[config.mk]
export PLATFORM = sky130hd
export DESIGN_NAME = alu_share_arb
export DESIGN_NICKNAME = d
export VERILOG_FILES = /design/src/rtl/alu_share_arb.sv
export SDC_FILE = /design/constraint.sdc
export NUM_CORES = 1
export LEC_CHECK = 0
export BUFFER_PORTS_ARGS = -buffer_cell sky130_fd_sc_hd__buf_4
export CELL_PAD_IN_SITES_DETAIL_PLACEMENT = 2
export CELL_PAD_IN_SITES_GLOBAL_PLACEMENT = 2
export CORE_UTILIZATION = 28
export DETAILED_ROUTE_END_ITERATION = 8
export PLACE_DENSITY = 0.93
export SLEW_MARGIN = 25
export SYNTH_ARGS = -nofsm -noshare
export SYNTH_HDL_FRONTEND = slang
export SYNTH_SLANG_ARGS = --single-unit
export TNS_END_PERCENT = 20
[constraint.sdc]
create_clock -name clk -period 2.3 [get_ports clk]
set_input_delay 0.69 -clock clk [delete_from_list [all_inputs] [get_ports clk]]
set_output_delay 0.69 -clock clk [all_outputs]
set_load 0.02 [all_outputs]
[src/rtl/alu_share_arb.sv]
// ---------------------------------------------------------------------------
// alu_share_arb
//
// Purpose:
//    Two-port arbiter/sequencer in front of the single shared ALU. The fetch
//    path (port 0) and the execute path (port 1) each hand over a complete ALU
//    operation through a valid/ready handshake. One requester is granted at a
//    time. Its operands are registered onto the ALU inputs for one EXEC cycle.
//    The ALU result and flags are then captured and returned to the winner as
//    a one-cycle response pulse. Accept-to-response latency is 2 cycles, and
//    back-to-back operation gives one op every 2 cycles.
//
// Configuration:
//    ALU_ARB_FIXED_PRIO_EN  defined     -> req0 always wins a tie (req1 may starve)
//                           not defined -> round-robin on ties; req0 wins the
//                                          first tie after reset
//
// Ports:
//    clk, rst_n                      clock, asynchronous active-low reset
//    reqN_valid / reqN_ready         request handshake (N = 0,1)
//    reqN_a, reqN_b                  operands
//    reqN_aluop, reqN_funct          ALU op (00 ADD,01 SUB,10 FUNC,11 PASS), function code
//    rspN_valid                      one-cycle response pulse, no backpressure
//    rspN_result, rspN_flags         captured result and {carry, negative, zero}
//    alu_a, alu_b, alu_aluop,
//    alu_funct                       registered controls to the ALU
//    alu_result, alu_zero,
//    alu_negative, alu_carry         ALU outputs
// ---------------------------------------------------------------------------
module alu_share_arb #(
   parameter int DATA_W = 8
) (
   input  logic              clk,
   input  logic              rst_n,

   input  logic              req0_valid,
   output logic              req0_ready,
   input  logic [DATA_W-1:0] req0_a,
   input  logic [DATA_W-1:0] req0_b,
   input  logic [1:0]        req0_aluop,
   input  logic [2:0]        req0_funct,

   input  logic              req1_valid,
   output logic              req1_ready,
   input  logic [DATA_W-1:0] req1_a,
   input  logic [DATA_W-1:0] req1_b,
   input  logic [1:0]        req1_aluop,
   input  logic [2:0]        req1_funct,

   output logic              rsp0_valid,
   output logic [DATA_W-1:0] rsp0_result,
   output logic [2:0]        rsp0_flags,

   output logic              rsp1_valid,
   output logic [DATA_W-1:0] rsp1_result,
   output logic [2:0]        rsp1_flags,

   output logic [DATA_W-1:0] alu_a,
   output logic [DATA_W-1:0] alu_b,
   output logic [1:0]        alu_aluop,
   output logic [2:0]        alu_funct,
   input  logic [DATA_W-1:0] alu_result,
   input  logic              alu_zero,
   input  logic              alu_negative,
   input  logic              alu_carry
);

   typedef enum logic [1:0] {
      IDLE = 2'd0,
      EXEC = 2'd1,
      RESP = 2'd2
   } state_t;

   state_t              state_q,       state_d;
   logic                owner_q,       owner_d;
   logic [DATA_W-1:0]   alu_a_q,       alu_a_d;
   logic [DATA_W-1:0]   alu_b_q,       alu_b_d;
   logic [1:0]          alu_aluop_q,   alu_aluop_d;
   logic [2:0]          alu_funct_q,   alu_funct_d;
   logic                rsp0_valid_q,  rsp0_valid_d;
   logic [DATA_W-1:0]   rsp0_result_q, rsp0_result_d;
   logic [2:0]          rsp0_flags_q,  rsp0_flags_d;
   logic                rsp1_valid_q,  rsp1_valid_d;
   logic [DATA_W-1:0]   rsp1_result_q, rsp1_result_d;
   logic [2:0]          rsp1_flags_q,  rsp1_flags_d;

   logic                window;
   logic                pick1;
   logic                accept;

   // ------------------------------------------------------------------------
   // Grant selection. pick1 is true when req1 should be granted; req0 is
   // granted whenever it is valid and req1 is not picked.
   // ------------------------------------------------------------------------
`ifdef ALU_ARB_FIXED_PRIO_EN
   always_comb begin
      pick1 = req1_valid & ~req0_valid;
   end
`else
   logic last_grant_q, last_grant_d;

   // On a tie, serve whichever port was not granted last.
   always_comb begin
      pick1 = req1_valid & (~req0_valid | ~last_grant_q);
   end

   always_comb begin
      last_grant_d = last_grant_q;
      if (accept) begin
         last_grant_d = pick1;
      end
   end

   // Resets to 1 so that req0 wins the first tie.
   always_ff @(posedge clk or negedge rst_n) begin
      if (!rst_n) begin
         last_grant_q <= 1'b1;
      end else begin
         last_grant_q <= last_grant_d;
      end
   end
`endif

   // Requests are only taken while the ALU is not busy (IDLE or RESP).
   always_comb begin
      window     = (state_q != EXEC);
      req0_ready = window & req0_valid & ~pick1;
      req1_ready = window & pick1;
      accept     = req0_ready | req1_ready;
   end

   // ------------------------------------------------------------------------
   // Next-state logic
   // ------------------------------------------------------------------------
   always_comb begin
      state_d       = state_q;
      owner_d       = owner_q;
      alu_a_d       = alu_a_q;
      alu_b_d       = alu_b_q;
      alu_aluop_d   = alu_aluop_q;
      alu_funct_d   = alu_funct_q;
      rsp0_valid_d  = 1'b0;
      rsp0_result_d = rsp0_result_q;
      rsp0_flags_d  = rsp0_flags_q;
      rsp1_valid_d  = 1'b0;
      rsp1_result_d = rsp1_result_q;
      rsp1_flags_d  = rsp1_flags_q;

      case (state_q)
         IDLE, RESP: begin
            if (accept) begin
               owner_d     = pick1;
               alu_a_d     = pick1 ? req1_a     : req0_a;
               alu_b_d     = pick1 ? req1_b     : req0_b;
               alu_aluop_d = pick1 ? req1_aluop : req0_aluop;
               alu_funct_d = pick1 ? req1_funct : req0_funct;
               state_d     = EXEC;
            end else begin
               state_d     = IDLE;
            end
         end
         EXEC: begin
            // ALU inputs have been stable for the whole cycle; capture now.
            if (owner_q) begin
               rsp1_valid_d  = 1'b1;
               rsp1_result_d = alu_result;
               rsp1_flags_d  = {alu_carry, alu_negative, alu_zero};
            end else begin
               rsp0_valid_d  = 1'b1;
               rsp0_result_d = alu_result;
               rsp0_flags_d  = {alu_carry, alu_negative, alu_zero};
            end
            state_d = RESP;
         end
         default: begin
            state_d = IDLE;
         end
      endcase
   end

   // ------------------------------------------------------------------------
   // State and output registers
   // ------------------------------------------------------------------------
   always_ff @(posedge clk or negedge rst_n) begin
      if (!rst_n) begin
         state_q       <= IDLE;
         owner_q       <= 1'b0;
         alu_a_q       <= '0;
         alu_b_q       <= '0;
         alu_aluop_q   <= 2'b00;
         alu_funct_q   <= 3'b000;
         rsp0_valid_q  <= 1'b0;
         rsp0_result_q <= '0;
         rsp0_flags_q  <= 3'b000;
         rsp1_valid_q  <= 1'b0;
         rsp1_result_q <= '0;
         rsp1_flags_q  <= 3'b000;
      end else begin
         state_q       <= state_d;
         owner_q       <= owner_d;
         alu_a_q       <= alu_a_d;
         alu_b_q       <= alu_b_d;
         alu_aluop_q   <= alu_aluop_d;
         alu_funct_q   <= alu_funct_d;
         rsp0_valid_q  <= rsp0_valid_d;
         rsp0_result_q <= rsp0_result_d;
         rsp0_flags_q  <= rsp0_flags_d;
         rsp1_valid_q  <= rsp1_valid_d;
         rsp1_result_q <= rsp1_result_d;
         rsp1_flags_q  <= rsp1_flags_d;
      end
   end

   assign alu_a       = alu_a_q;
   assign alu_b       = alu_b_q;
   assign alu_aluop   = alu_aluop_q;
   assign alu_funct   = alu_funct_q;
   assign rsp0_valid  = rsp0_valid_q;
   assign rsp0_result = rsp0_result_q;
   assign rsp0_flags  = rsp0_flags_q;
   assign rsp1_valid  = rsp1_valid_q;
   assign rsp1_result = rsp1_result_q;
   assign rsp1_flags  = rsp1_flags_q;

endmodule

==> impl_metrics.csv, run 1 <==
group,metric,value,unit
status,outcome,"finished clean",
floorplanning,die_h,87.5,um
clock_tree,postCtsSetupBuffers,0,
route,drc,0,
final_layout,finalNonFillerCells,379,
setup_path,timing.rr.end,"rsp0_result[5]$_DFFE_PN0P_",
global_routing,antenna_found_initial,0,
route,via_per_inst,4.59,
run,cap_violations,0,
power_and_ir_drop,intPower,0.00206,W
floorplanning,row_count,30,
synth,ys_types,21,
setup_path,crit_fanout,5,
sta,post-route-min-period,2.07,ns
global_routing,grt_overflow,0,
power_and_ir_drop,vdd_drop_max,0.408,mV
setup_path,worst_path_dominant_cell_family,"buffers and inverters",
floorplanning,num_io_pins,104,
setup_path,critPathCaptureType,"output pin",
floorplanning,die-area,7650,sq um
setup_path,path_cells,"buf_4, a21bo_1, and3_1, buf_4",
synth,syn_area,2050,sq um
clock_tree,path_clk_slew,0.09,ns
global_routing,grt_pass1_wl,10200,um
floorplanning,die_w,87.5,um
synth,ys_seq_area_share,60.0,%
power_and_ir_drop,p_switching,0.00122,W
setup_path,r2r_cells,3,
setup_path,path_common_cell,"buf_4",
sta,skew,0.0113,ns
sta,rsz0062_at_grt,"false",
setup_path,startpoint_type,"primary input",
sta,setup_tns,0,ns
clock_tree,clk_path_buf_depth,2,
power_and_ir_drop,power_frac_comb,43.4,%
final_layout,layout_common_cells,"106 x buf_4, 48 x dfrtp_1, 42 x nand2_1",
setup_path,max_stage_delay,0.20,ns
synth,ys.warnings.count,0,
synth,avgSynthCellArea,11.4,sq um
place,dpl_cell_area,2890,sq um
sta,hold_ws,0.403,ns
route,routed_wl,6270,um
place,port_buffers,103,
route,ant_nets,0,
power_and_ir_drop,p_sw_share,37.2,%
final_layout,postLayoutCellArea,2980,sq um
route,vias,1738,
clock_tree,root_buffer,"clkbuf_8",
clock_tree,numCtsBuffers,5,
floorplanning,initial_core_util,29.6,%
clock_tree,clk_latency,0.30,ns
place,dp_cells,371,
place,dp_hpwl,4700,um
sta,post-route-period-util,90.0,%
final_layout,nets,339,
sta,worstMarginPinSlew,0.687,ns
final_layout,drive_above_1_share,50.2,%
power_and_ir_drop,total_power,0.00327,W
synth,syn-instance-count,180,
power_and_ir_drop,power_leakage,1.47,nW
final_layout,fillCellCount,769,
floorplanning,core_area,6910,sq um
min_path,hp-class,"primary input to asynchronous set/reset pin",
clock_tree,hold_buffers,0,
power_and_ir_drop,pwr-share-clk,16.0,%
setup_path,crit_required,1.61,ns
sta,fmax,0.483,GHz
final_layout,antenna_cells,0,
final_layout,synthToLayoutAreaGrowth,45.7,%
setup_path,worst-path-buf-inv,2,
setup_path,r2r_start,"state_q[1]$_DFF_PN0_",
synth,syn_nets,237,
route,drtPass1Iterations,4,
clock_tree,post_cts_resized,0,
setup_path,arrival,1.38,ns
power_and_ir_drop,seqPwrFrac,40.6,%
route,wl_per_cell,16.5,um
clock_tree,cts_tree,"built",
sta,final_max_slew_viol_count,0,
sta,setup_viol,0,
final_layout,final_common_cell,"buf_4",
setup_path,r2r_slack,0.70,ns
global_routing,grt_pass1_vias,2009,
global_routing,grt_max_degree,50,
place,gp_congestion,0.698,
sta,slew_headroom,54.1,%
synth,ys_seq_elements,49,
route,first_iter_violations,41,
global_routing,track_usage,17.7,%
clock_tree,cts.sinks,49,
setup_path,cp_slowest_cell,"a21bo_1",
power_and_ir_drop,p_per_area,1100,nW/um^2
setup_path,worstSetupPathType,"primary input to output pin",
clock_tree,cts_max_level,2,
sta,hold_violations,0,
[cell usage after synthesis]
cell | instances | area [sq um]
o21ba_1 | 1 | 10.0
a21bo_1 | 1 | 10.0
dfrtp_1 | 48 | 1200
nand2b_4 | 1 | 13.8
nor2_1 | 22 | 82.6
a21oi_1 | 1 | 5.00
mux2_4 | 9 | 135
buf_4 | 4 | 30.0
mux2_2 | 13 | 146
o22ai_1 | 1 | 6.26
dfstp_2 | 1 | 26.3
a21boi_2 | 1 | 11.3
buf_2 | 6 | 30.0
a31oi_1 | 22 | 138
nor2_2 | 1 | 6.26
nand2_2 | 1 | 6.26
buf_6 | 1 | 11.3
and3_1 | 1 | 6.26
clkinv_2 | 1 | 5.00
nand2_1 | 42 | 158
inv_1 | 2 | 7.51
[layer usage]
layer / routed length, um / vias up / global-route usage (%)
li1: - / 804 / -
met1: 2480 / 863 / 19.6
met2: 3430 / 61 / 34.2
met3: 271 / 10 / 3.51
met4: 89 / 0 / 4.17
met5: 0 / - / 0
[registers in the layout (all words and copies together) (netlist names), 2 cells and up]
register,cells
state_q,2
alu_aluop,2
alu_b,8
alu_a,8
rsp0_flags,3
rsp1_result,8
rsp0_result,8
alu_funct,3
rsp1_flags,3
[worst max path at each step]
stage                             start  slack [ns]         end  cells after the start
2_1_floorplan                req1_valid        0.23  req0_ready                      3
3_3_place_gp                 req0_valid        0.28  req0_ready                      4
3_5_place_dp                 req0_valid        0.23  req0_ready                      4
4_1_cts        last_grant_q$_DFFE_PN1P_        0.21  req0_ready                      3
5_1_grt        last_grant_q$_DFFE_PN1P_        0.17  req0_ready                      3
6_report                     req0_valid        0.23  req0_ready                      4
[per-stage QoR]
stage          worst slack [ns]  utilization (%)
3_3_place_gp              0.283             41.8
6_report                  0.230             43.2
4_1_cts                   0.213             43.2
5_1_grt                   0.166             43.2
2_1_floorplan             0.230                -
3_5_place_dp              0.232             41.8
[area by class of cell]
cell class	count	area, sq um	share of cell area [%]
sequential	49	1230	41.2
timing repair buffer	106	796	26.7
multi-input combinational	117	734	24.6
tap	96	120	4.03
clock buffer	5	68.8	2.31
clock inverter	3	21.3	0.714
inverter	3	12.5	0.420
[kinds of logic (layout without fill, tap and decap cells)]
| family | Yosys count | after routing | share of synthesized area (%) |
|---|---|---|---|
| and+or+nand+nor | 68 | 68 | 13.3 |
| AOI/OAI and AO/OA | 27 | 27 | 8.81 |
| muxes | 22 | 22 | 13.8 |
| buffers and inverters | 14 | 117 | 4.10 |
| DFF | 49 | 49 | 60.0 |
[power groups by stage]
stage | registers [W] | logic (W) | clock network (W)
floorplan | 0.00166 | 0.000440 | 0
global placement | 0.00132 | 0.00139 | 0
detailed placement | 0.00135 | 0.00144 | 0
CTS | 0.00134 | 0.00145 | 0.000551
global route | 0.00137 | 0.00152 | 0.000585
finish | 0.00133 | 0.00142 | 0.000523
(Power assumes the default switching activity.)
==> run 2, diff against run 1 <==
--- a/config.mk
+++ b/config.mk
@@ -5,10 +5,11 @@
 export SDC_FILE = /design/constraint.sdc
 export NUM_CORES = 1
 export LEC_CHECK = 0
+export ABC_AREA = 1
 export BUFFER_PORTS_ARGS = -buffer_cell sky130_fd_sc_hd__buf_4
 export CELL_PAD_IN_SITES_DETAIL_PLACEMENT = 2
 export CELL_PAD_IN_SITES_GLOBAL_PLACEMENT = 2
-export CORE_UTILIZATION = 28
+export CORE_UTILIZATION = 26
 export DETAILED_ROUTE_END_ITERATION = 8
 export PLACE_DENSITY = 0.93
 export SLEW_MARGIN = 25
==> impl_metrics.csv, run 2 <==
group,metric,value,unit
setup_path,r2r_start,"state_q[0]$_DFF_PN0_",
synth,synthAdderAreaFrac,0,%
clock_tree,numCtsBuffers,5,
sta,rsz0062_at_grt,"false",
sta,hold_ws,0.408,ns
min_path,hp-class,"primary input to asynchronous set/reset pin",
sta,worstMarginPinSlew,0.773,ns
synth,syn-instance-count,286,
run,cap_violations,0,
floorplanning,num_io_pins,104,
route,vias,2253,
route,drc,0,
power_and_ir_drop,intPower,0.00190,W
synth,syn_area,2220,sq um
sta,post-route-period-util,91.5,%
synth,avgSynthCellArea,7.77,sq um
clock_tree,hold_buffers,0,
synth,ys.warnings.count,0,
route,wl_per_cell,14.6,um
global_routing,grtUsageMet2,32.4,%
setup_path,r2r_slack,0.76,ns
power_and_ir_drop,p_sw_share,39.2,%
sta,post-route-min-period,2.10,ns
place,gp_congestion,0.730,
synth,ys_top_cells_by_count,"91 x nand2_1, 56 x inv_1, 48 x dfrtp_1, 42 x nand3_1, 24 x o21ai_1",
route,routed_wl,7200,um
synth,synthSimpleGateAreaFrac,26.1,%
clock_tree,cts_tree,"built",
clock_tree,clk_latency,0.30,ns
floorplanning,die-area,8930,sq um
synth,ys_seq_elements,49,
clock_tree,cts.sinks,49,
place,port_buffers,103,
status,outcome,"finished clean",
setup_path,critPathCaptureType,"output pin",
synth,synth_compound_area_share,5.63,%
power_and_ir_drop,seqPwrFrac,41.6,%
place,dp_hpwl,5520,um
sta,slew_headroom,48.4,%
floorplanning,die_w,94.5,um
sta,final_max_slew_viol_count,0,
sta,hold_violations,0,
final_layout,final_common_cell,"buf_4",
clock_tree,path_clk_slew,0.10,ns
floorplanning,die_h,94.5,um
clock_tree,cts_max_level,2,
clock_tree,root_buffer,"clkbuf_8",
route,first_iter_violations,39,
setup_path,crit_fanout,3,
global_routing,grt_overflow,0,
global_routing,grt_use_met1,20.4,%
route,via_per_inst,4.56,
final_layout,final_util,38.9,%
setup_path,crit_required,1.61,ns
final_layout,drive_above_1_share,31.9,%
synth,syn_nets,343,
sta,setup_tns,0,ns
setup_path,timing.rr.end,"rsp0_result[1]$_DFFE_PN0P_",
synth,ys_types,13,
power_and_ir_drop,power_leakage,1.88,nW
synth,synth_mux_area_share,0,%
setup_path,arrival,1.41,ns
synth,yosysMostFrequentCell,"nand2_1",
global_routing,grt_pass1_wl,11800,um
synth,netlist.area_leader.share,54.0,%
final_layout,antenna_cells,0,
setup_path,r2r_cells,5,
global_routing,use_met3,2.42,%
clock_tree,clk_path_buf_depth,2,
floorplanning,core_area,8260,sq um
synth,synth_top_area_cell,"dfrtp_1",
clock_tree,postCtsSetupBuffers,0,
synth,synthFlopType,"dfrtp_1",
power_and_ir_drop,p_switching,0.00122,W
setup_path,startpoint_type,"flip-flop",
power_and_ir_drop,vdd_drop_max,0.278,mV
route,ant_nets,0,
power_and_ir_drop,p_per_area,970,nW/um^2
route,drtPass1Iterations,4,
power_and_ir_drop,pwr-share-clk,16.4,%
clock_tree,post_cts_resized,0,
synth,synth_top_family_by_area,"simple AND/OR/NAND/NOR gates",
synth,synth_area_leaders,"dfrtp_1 54%, nand2_1 15%, inv_1 9.5%, nand3_1 9.5%, o21ai_1 5.4%",
final_layout,layout_common_cells,"108 x buf_4, 91 x nand2_1, 56 x inv_1",
synth,synth_xor_area_share,0,%
final_layout,nets,445,
power_and_ir_drop,total_power,0.00312,W
global_routing,track_usage,17.2,%
synth,synth-edff-count,0,
floorplanning,row_count,33,
global_routing,grt_max_degree,50,
synth,async_reset_ff_share,100,%
global_routing,busiest_layer,"met2",
final_layout,synthToLayoutAreaGrowth,44.6,%
power_and_ir_drop,power_frac_comb,41.9,%
setup_path,worstSetupPathType,"flip-flop to output pin",
synth,ys_seq_area_share,55.2,%
floorplanning,initial_core_util,26.9,%
sta,setup_viol,0,
sta,skew,0.00717,ns
global_routing,grt_pass1_vias,2451,
sta,fmax,0.475,GHz
global_routing,antenna_found_initial,0,
[run 2: cell types whose count changed after synthesis, moves of 3 or more]
cell,delta
inv_1,+54
clkbuf_1,+3
o21ai_1,+24
nand2_1,+49
buf_4,-4
buf_2,+5
mux2_2,-13
mux2_4,-9
nor2_1,-19
nand3_1,+42
inv_2,+4
a31oi_1,-22
[run 2: area by class of cell]
cell class,instances,area (sq um)
fillers,973,5040
flip-flops and latches,49,1230
repair buffers,109,831
multi-input cells,163,708
inverters,60,225
well taps,105,131
clock buffers,5,68.8
clock inverters,3,22.5
[run 2: critical path, cell delays in order (launching register included)]
cell and delay [ns]:
dfstp_2 0.54, nand2_1 0.07, nand2_1 0.13, inv_2 0.04
nor3_1 0.15, buf_4 0.18
[run 2: stage by stage]
stage	instance area, sq um	instances	setup WS, ns
2_1_floorplan	2220	286	0.0338
3_3_place_gp	3120	486	0.322
3_5_place_dp	3120	486	0.213
4_1_cts	3210	494	0.160
5_1_grt	3210	494	0.0904
6_report	3210	494	0.196
[run 2: cells by family (layout without fill, tap and decap cells)]
| family | after synthesis | after routing |
|---|---|---|
| compound gates | 25 | 25 |
| buf+inv | 74 | 177 |
| flops | 49 | 49 |
| simple gates | 138 | 138 |
[run 2: worst max-delay path by stage]
stage          cells after the start                      from  slack [ns]         end
5_1_grt                            5  last_grant_q$_DFFE_PN1P_        0.09  req0_ready
4_1_cts                            5  last_grant_q$_DFFE_PN1P_        0.16  req0_ready
6_report                           5  last_grant_q$_DFFE_PN1P_        0.20  req0_ready
2_1_floorplan                      5                req0_valid        0.03  req0_ready
3_3_place_gp                       6                req0_valid        0.32  req0_ready
3_5_place_dp                       6                req0_valid        0.21  req0_ready
[run 2: layer usage]
metal  wire length (um)  vias up
li1                   -     1067
met1               3010     1125
met2               3870       56
met3                255        5
met4                 59        0
met5                  0        -
[run 2: power groups by stage]
stage	logic [W]	registers [W]	clock network, W
final	0.00131	0.00130	0.000512
after floorplan	0.000360	0.00160	0
after detailed placement	0.00134	0.00132	0
after global placement	0.00128	0.00130	0
after global routing	0.00143	0.00134	0.000581
after CTS	0.00134	0.00131	0.000537
==> run 3, diff against run 2 <==
--- a/config.mk
+++ b/config.mk
@@ -12,6 +12,7 @@
 export CORE_UTILIZATION = 26
 export DETAILED_ROUTE_END_ITERATION = 8
 export PLACE_DENSITY = 0.93
+export REMOVE_ABC_BUFFERS = 1
 export SLEW_MARGIN = 25
 export SYNTH_ARGS = -nofsm -noshare
 export SYNTH_HDL_FRONTEND = slang
==> impl_metrics.csv, run 3 (synthesis results as in run 2) <==
group,metric,value,unit
sta,post-route-period-util,91.1,%
setup_path,worstSetupPathType,"flip-flop to output pin",
sta,finalWorstSetupSlack,0.205,ns
final_layout,synthToLayoutAreaGrowth,44.3,%
route,via_per_inst,4.47,
place,dp_cells,487,
sta,hold_ws,0.395,ns
sta,worstMarginPinSlew,0.847,ns
setup_path,crit_fanout,5,
route,drtPass1Iterations,4,
global_routing,track_usage,17.9,%
sta,rsz0062_at_grt,"false",
setup_path,cp_slowest_cell,"dfstp_2",
final_layout,drive_above_1_share,32.1,%
route,drc,0,
clock_tree,path_clk_slew,0.09,ns
power_and_ir_drop,p_per_area,976,nW/um^2
setup_path,startpoint_type,"flip-flop",
final_layout,final_util,38.8,%
sta,fmax,0.477,GHz
floorplanning,die-area,8930,sq um
clock_tree,cts_max_level,2,
run,cap_violations,0,
sta,skew,0.00614,ns
place,port_buffers,103,
final_layout,layout_common_cells,"110 x buf_4, 91 x nand2_1, 56 x inv_1",
sta,final_max_slew_viol_count,0,
setup_path,crit_required,1.61,ns
clock_tree,clk_path_buf_depth,2,
route,ant_nets,0,
floorplanning,num_io_pins,104,
sta,post-route-min-period,2.09,ns
floorplanning,core_area,8260,sq um
clock_tree,hold_buffers,0,
route,first_iter_violations,24,
setup_path,arrival,1.40,ns
setup_path,endpoint,"req0_ready",
clock_tree,numCtsBuffers,5,
route,wl_per_cell,15.1,um
global_routing,grt_pass1_vias,2426,
sta,slew_headroom,43.4,%
clock_tree,root_buffer,"clkbuf_8",
setup_path,max_stage_delay,0.53,ns
floorplanning,row_count,33,
floorplanning,die_h,94.5,um
clock_tree,cts_tree,"built",
clock_tree,cts.sinks,49,
floorplanning,die_w,94.5,um
floorplanning,initial_core_util,26.9,%
route,vias,2215,
setup_path,r2r_slack,0.64,ns
setup_path,crit_start,"last_grant_q$_DFFE_PN1P_",
final_layout,finalNonFillerCells,495,
clock_tree,postCtsSetupBuffers,0,
global_routing,antenna_found_initial,0,
place,gp_congestion,0.684,
power_and_ir_drop,power_leakage,1.87,nW
final_layout,final_common_cell,"buf_4",
final_layout,nets,446,
route,routed_wl,7460,um
setup_path,r2r_cells,5,
final_layout,antenna_cells,0,
clock_tree,post_cts_resized,0,
setup_path,timing.rr.end,"rsp0_result[3]$_DFFE_PN0P_",
status,outcome,"finished clean",
global_routing,grt_overflow,0,
clock_tree,clk_latency,0.30,ns
setup_path,critPathCaptureType,"output pin",
place,dp_hpwl,5770,um
min_path,hp-class,"primary input to asynchronous set/reset pin",
sta,setup_viol,0,
global_routing,grt_pass1_wl,12000,um
setup_path,path_cells,"nand2_1, nand2_1, inv_2, nor3_1, buf_4",
sta,hold_violations,0,
setup_path,path_common_cell,"nand2_1",
setup_path,r2r_start,"state_q[0]$_DFF_PN0_",
power_and_ir_drop,vdd_drop_max,0.260,mV
place,dp_slack,0.210,ns
global_routing,grt_max_degree,50,
[run 3: how the worst min path moves through the flow]
stage,startpoint,endpoint,slack [ns],cells past startpoint
5_1_grt,rst_n,alu_b[1]$_DFFE_PN0P_,0.44,1
4_1_cts,rst_n,rsp0_flags[0]$_DFFE_PN0P_,0.42,1
2_1_floorplan,rst_n,alu_a[0]$_DFFE_PN0P_,0.39,0
6_report,rst_n,rsp0_flags[0]$_DFFE_PN0P_,0.39,1
3_3_place_gp,state_q[1]$_DFF_PN0_,state_q[1]$_DFF_PN0_,0.46,1
3_5_place_dp,alu_funct[1]$_DFFE_PN0P_,alu_funct[1]$_DFFE_PN0P_,0.47,2
[run 3: critical path, delay by kind of cell (launching register included)]
kind	cells	cell delay [ns]
buffers and inverters	2	0.22
DFF	1	0.53
and+or+nand+nor	3	0.36
[run 3: power by group]
| part | switching [W] | leakage, nW | internal (W) |
|---|---|---|---|
| registers | 0.000172 | 0.599 | 0.00113 |
| logic | 0.000772 | 1.24 | 0.000548 |
| clock network | 0.000291 | 0.0374 | 0.000215 |
[run 3: routing by layer]
| layer | part of all wire [%] | track usage, % | vias to the layer above | routed length (um) |
|---|---|---|---|---|
| li1 | - | - | 1064 | - |
| met1 | 40 | 19.4 | 1061 | 2950 |
| met2 | 53 | 34.3 | 81 | 3920 |
| met3 | 6.6 | 4.27 | 9 | 495 |
| met4 | 1.3 | 4.67 | 0 | 98 |
| met5 | 0 | 0 | - | 0 |
[run 3: per-stage QoR]
stage / area [sq um] / power (W) / TNS [ns]
4_1_cts: 3210 / 0.00318 / 0
6_report: 3210 / 0.00313 / 0
2_1_floorplan: 2160 / 0.00194 / -0.745
3_3_place_gp: 3120 / 0.00257 / 0
3_5_place_dp: 3120 / 0.00267 / 0
5_1_grt: 3210 / 0.00334 / 0
[run 3: layout make-up]
cell class / instances / area, sq um
Clock buffer: 6 / 72.6
Sequential cell: 49 / 1230
Tap cell: 105 / 131
Inverter: 60 / 225
Clock inverter: 2 / 15.0
Timing Repair Buffer: 110 / 826
Multi-Input combinational cell: 163 / 711
Fill cell: 986 / 5050
